==> src/rtl/arb_mux2to1.sv <==
// arb_mux2to1: two-channel valid/ready arbiter feeding a one-entry registered output slot (y, sel).
// Define ARB_FIXED_PRIO_EN to replace round-robin tie-breaking with fixed A-over-B priority.
module arb_mux2to1 #(
  parameter int WIDTH = 8
) (
  input  logic             clk,
  input  logic             rst,
  input  logic [WIDTH-1:0] a_data,
  input  logic             a_valid,
  output logic             a_ready,
  input  logic [WIDTH-1:0] b_data,
  input  logic             b_valid,
  output logic             b_ready,
  output logic [WIDTH-1:0] y,
  output logic             y_valid,
  input  logic             y_ready,
  output logic             sel
);
  logic w_load, w_ga, w_gb;
  assign w_load = !y_valid || y_ready;
`ifdef ARB_FIXED_PRIO_EN
  assign w_ga = a_valid;
  assign w_gb = b_valid && !a_valid;
`else
  logic r_last;
  // On a tie, serve whichever channel did not win last time.
  assign w_ga = a_valid && (!b_valid || r_last);
  assign w_gb = b_valid && (!a_valid || !r_last);
  always_ff @(posedge clk)
    if (rst) r_last <= 1'b1;
    else if (w_load && (w_ga || w_gb)) r_last <= w_gb;
`endif
  assign a_ready = !rst && w_load && w_ga;
  assign b_ready = !rst && w_load && w_gb;
  always_ff @(posedge clk)
    if (rst) begin
      y       <= '0;
      y_valid <= 1'b0;
      sel     <= 1'b0;
    end else if (w_load) begin
      y_valid <= w_ga || w_gb;
      if (w_ga || w_gb) begin
        y   <= w_gb ? b_data : a_data;
        sel <= w_gb;
      end
    end
endmodule

==> config.mk <==
export PLATFORM = sky130hd
export DESIGN_NAME = arb_mux2to1
export DESIGN_NICKNAME = d
export VERILOG_FILES = /design/src/rtl/arb_mux2to1.sv
export SDC_FILE = /design/constraint.sdc
export NUM_CORES = 1
export LEC_CHECK = 0
export ABC_AREA = 1
export BUFFER_PORTS_ARGS = -buffer_cell sky130_fd_sc_hd__buf_2
export CORE_AREA = 2 2 42 44
export CTS_BUF_LIST = sky130_fd_sc_hd__clkbuf_2
export CTS_CLUSTER_SIZE = 12
export DETAILED_ROUTE_END_ITERATION = 12
export DIE_AREA = 0 0 44 46
export GPL_TIMING_DRIVEN = 0
export HOLD_SLACK_MARGIN = 0.15
export PLACE_DENSITY = 0.72
export SKIP_LAST_GASP = 1
export SYNTH_ARGS = -nofsm -noshare
export SYNTH_HDL_FRONTEND = slang
export SYNTH_SLANG_ARGS = --single-unit
==> constraint.sdc <==
create_clock -name clk -period 0.9 [get_ports clk]
set_input_delay 0.18 -clock clk [delete_from_list [all_inputs] [get_ports clk]]
set_output_delay 0.18 -clock clk [all_outputs]
set_load 0.005 [all_outputs]
# ---- Yosys cells after proc, flatten, opt, wreduce, memory -nomap -nowiden
# Cells that the tools add are included.
# W data, S select, Z words.
dict set report totals {
  in_bits 21
  regBits 11
  word_cells 21
  out_inout_bits 12
}
dict set report classes {
  n_reduce_logical 16
  n_mux 1
}
# cell count
set op_table {}
lappend op_table {{$mux W8} 1}
lappend op_table {{$logic_and A1 B1 Y1} 6}
lappend op_table {{$logic_not A1 Y1} 5}
lappend op_table {{$logic_or A1 B1 Y1} 4}
lappend op_table {{$reduce_and A2 Y1} 1}

# ---- Logic depth before layout (Yosys ltp)
dict set report depth {
  ltp_word 5
  ltp_mapped 7
  depth_no_buf 6
}

# ---- Worst setup path after synthesis
# OpenSTA, ideal clock, no wires.
dict set report synth_timing {
  kind {register to register}
  startpoint {register r_last}
  endpoint {register y[0]}
  required_time_ps 787
  period_less_slack_ps 929
  setup_ps 113
  stages_incl_launch_ff 7
  setup_slack_ps -29
  n_path_buf 1
  arrival_time_ps 816
  cell_sequence {dfxtp_1 > nand2_2 > nand3_2 > nand2_4 > buf_6 > nor2_1 > nor2_1}
}
dict set report synth_between {
  elab_chain_len 5
  word_cells_on_any_way 8
  classes_between {mux (1); reduce/logical (7)}
}
# element line
set synth_rtl {}
lappend synth_rtl {{start: declaration} 25} ;# logic r_last;
lappend synth_rtl {{start signal: assignment} 31} ;# else if (w_load && (w_ga || w_gb)) r_last <= w_gb;
lappend synth_rtl {{$logic_not A1 Y1} 28} ;# assign w_gb = b_valid && (!a_valid || !r_last);
lappend synth_rtl {{$logic_or A1 B1 Y1} 28}
lappend synth_rtl {{$logic_and A1 B1 Y1} 28}
lappend synth_rtl {{$logic_or A1 B1 Y1} 42} ;# if (w_ga || w_gb) begin
lappend synth_rtl {{$reduce_and A2 Y1 (no line)} n/a}
lappend synth_rtl {{end signal: assignment} 43} ;# y <= w_gb ? b_data : a_data;
lappend synth_rtl {{end: declaration} 14} ;# output logic [WIDTH-1:0] y,
# Several ways; a longest one is shown, not always the timed one.
# A chain may end at the register's enable or synchronous reset.

# ---- Final worst setup path
dict set report layout_timing {
  startpoint {register r_last}
  endpoint {output b_ready}
}
dict set report layout_between {
  elab_chain_len 4
}
# element line
set layout_rtl {}
lappend layout_rtl {{$logic_not A1 Y1} 28}
lappend layout_rtl {{$logic_or A1 B1 Y1} 28}
lappend layout_rtl {{$logic_and A1 B1 Y1} 28}
lappend layout_rtl {{$logic_and A1 B1 Y1} 34} ;# assign b_ready = !rst && w_load && w_gb;
lappend layout_rtl {{end: declaration} 13} ;# output logic b_ready,
# No other way between the ends.

==> metrics.csv <==
metric,value,unit
start_kind,register,
yosysWarnings,0,
vias_per_cell,4.63,
firstDrtPassIters,4,
drv_slew,0,
synth-seq-cells,11,
holdPathStages,5,
r2r_start,r_last,
arrival,1020,ps
n_fill_cell,159,
grt_max_degree,11,
cap_violations,0,
rsz0062_at_grt,yes,
htreeDepth,1,
cts-root-buf,clkbuf_2,
initialDrtViolationCount,16,
drc,0,
fmaxAchievable,0.831,GHz
crit_buf_inv,2,
crit_path_end_kind,primary output,
cts_buffers,3,
cp.required,720,ps
p_leak,0.545,nW
vdd_drop_max,716,uV
power,0.00132,W
finalHoldViolations,0,
layout_common_cells,"30 x buf_2, 30 x nand2_1, 17 x nor2_1",
gp_congestion,0.758,
max_stage_delay,380,ps
crit_type,reg -> out,
synth_area,618,sq um
cpLargestDelayFamily,flip-flops,
clk_latency,250,ps
cp_max_fo,3,
synth_seq_area_share,35.6,%
rr_endpoint,y[4],
vias,736,
io_buffers,32,
finalCritPeriodShare,134,%
yosys.cell_types.count,15,
hold_path.class,in -> reg,
status,"finished, violations left",
area_growth_syn_to_layout,58.3,%
path_cells,"nand2_4, buf_8, nand2_8, nor2_4, buf_2",
cts_tree,done,
skew,5.53,ps
netlist_instances,98,
maxSlewHeadroom,69.2,%
hp-start,a_data[2],
grt_usage,17.4,%
cts_buffer_depth,2,
tightest_slew,461,ps
io_pins,33,
drive_above_1_share,48.6,%
start_util,38.3,%
row_count,15,
cpMaxStageDelayCell,dfxtp_2,
drtAntennaViolNets,0,
die_w,44,um
cts.sinks,11,
diodes,0,
syn-num-nets,119,
finalSetupViolCount,13,
die_area,0.00202,sq mm
grt_overflow_total,0,
reg2reg_depth,7,
finalCriticalPeriod,1200,ps
clk_pin_slew_worst_paths,120,ps
tns,-2470,ps
hpwl,1110,um
die_height,46,um
p_per_area,1350,mW/mm^2
fin_nets,164,
setup_slack,-304,ps
grt_pass1_wl,2570,um
avgSynthCellArea,6.31,sq um
coreArea,0.00161,sq mm
hold_end,y[2],
grt_pass1_vias,627,
avgRoutedWirePerCell,10.6,um
reg2reg_slack,-200,ps
wl,1690,um
antenna_found_initial,0,
violations,negative setup slack,
==> routing by layer <==
layer,wire length (um),GRT usage (%),part of all wire (%)
met4,17,11.5,1.0
met1,704,21.2,42
met5,0,0,0
met2,873,27.6,52
met3,96,3.57,5.7
==> logic make-up after synthesis <==
| kind of cell | share of synthesized area (%) |
|---|---|
| compound gates | 2.43 |
| buf+inv | 12.3 |
| flops | 35.6 |
| simple gates | 49.6 |
==> tightest hold or removal path, cell delays in order <==
cell and delay [ps]:
buf_2 80, nand2_1 40, nand2_1 50, nor2_1 40
nor2_1 80
==> flip-flops by register name (all words and copies together), names as in the netlist <==
name / cells
r_last: 1
y_valid: 1
y: 8
sel: 1
==> report_power, final <==
part	switching, W	total, W	internal (W)
combinational	0.000224	0.000456	0.000232
clock	0.000167	0.000285	0.000118
sequential	0.0000287	0.000576	0.000547
total	0.000420	0.00132	0.000897
==> timing repair <==
action,in CTS,in global routing
buffers inserted,6,0
setup endpoints to repair,18,23
pin swaps,4,4
resized for setup,10,16
endpoints found under the hold margin,1,0
cloned,1,0
hold buffers,1,0
==> layout make-up <==
class | instances | area [sq um] | share of cell area [%]
clock buffer | 4 | 20.0 | 2.05
tap | 17 | 21.3 | 2.17
sequential | 11 | 234 | 23.9
buffer | 4 | 35.0 | 3.58
multi-input combinational | 71 | 358 | 36.6
inverter | 12 | 45.0 | 4.60
timing repair buffer | 40 | 265 | 27.1
==> synth_stat cells, drive strengths merged <==
library cell	instances	share of area, %
nand3	12	11
dfxtp	11	36
o21ai	2	1.6
inv	12	7.3
buf	3	4.5
clkbuf	1	0.61
a21oi	1	0.81
nor2	18	11
nand2	38	28
==> stage by stage <==
| stage | worst slack (ps) | util [%] | area (sq um) | instances | hold WS [ps] |
|---|---|---|---|---|---|
| 2_1_floorplan | -2.18 | - | 622 | 98 | 249 |
| 3_3_place_gp | -133 | 49.8 | 803 | 147 | 351 |
| 3_5_place_dp | -149 | 49.8 | 803 | 147 | 356 |
| 4_1_cts | -318 | 57.2 | 923 | 159 | 225 |
| 5_1_grt | -343 | 60.6 | 978 | 159 | 244 |
| 6_report | -304 | 60.6 | 978 | 159 | 231 |
==> worst max path at each step <==
stage / start / end / slack (ps) / depth (start not counted)
2_1_floorplan: r_last / y[0] / -2 / 7
3_3_place_gp: b_valid / b_ready / -130 / 5
3_5_place_dp: b_valid / b_ready / -150 / 5
4_1_cts: r_last / b_ready / -320 / 5
5_1_grt: r_last / b_ready / -340 / 5
6_report: r_last / b_ready / -300 / 5
No activity file was read; power rests on OpenSTA's default activity.
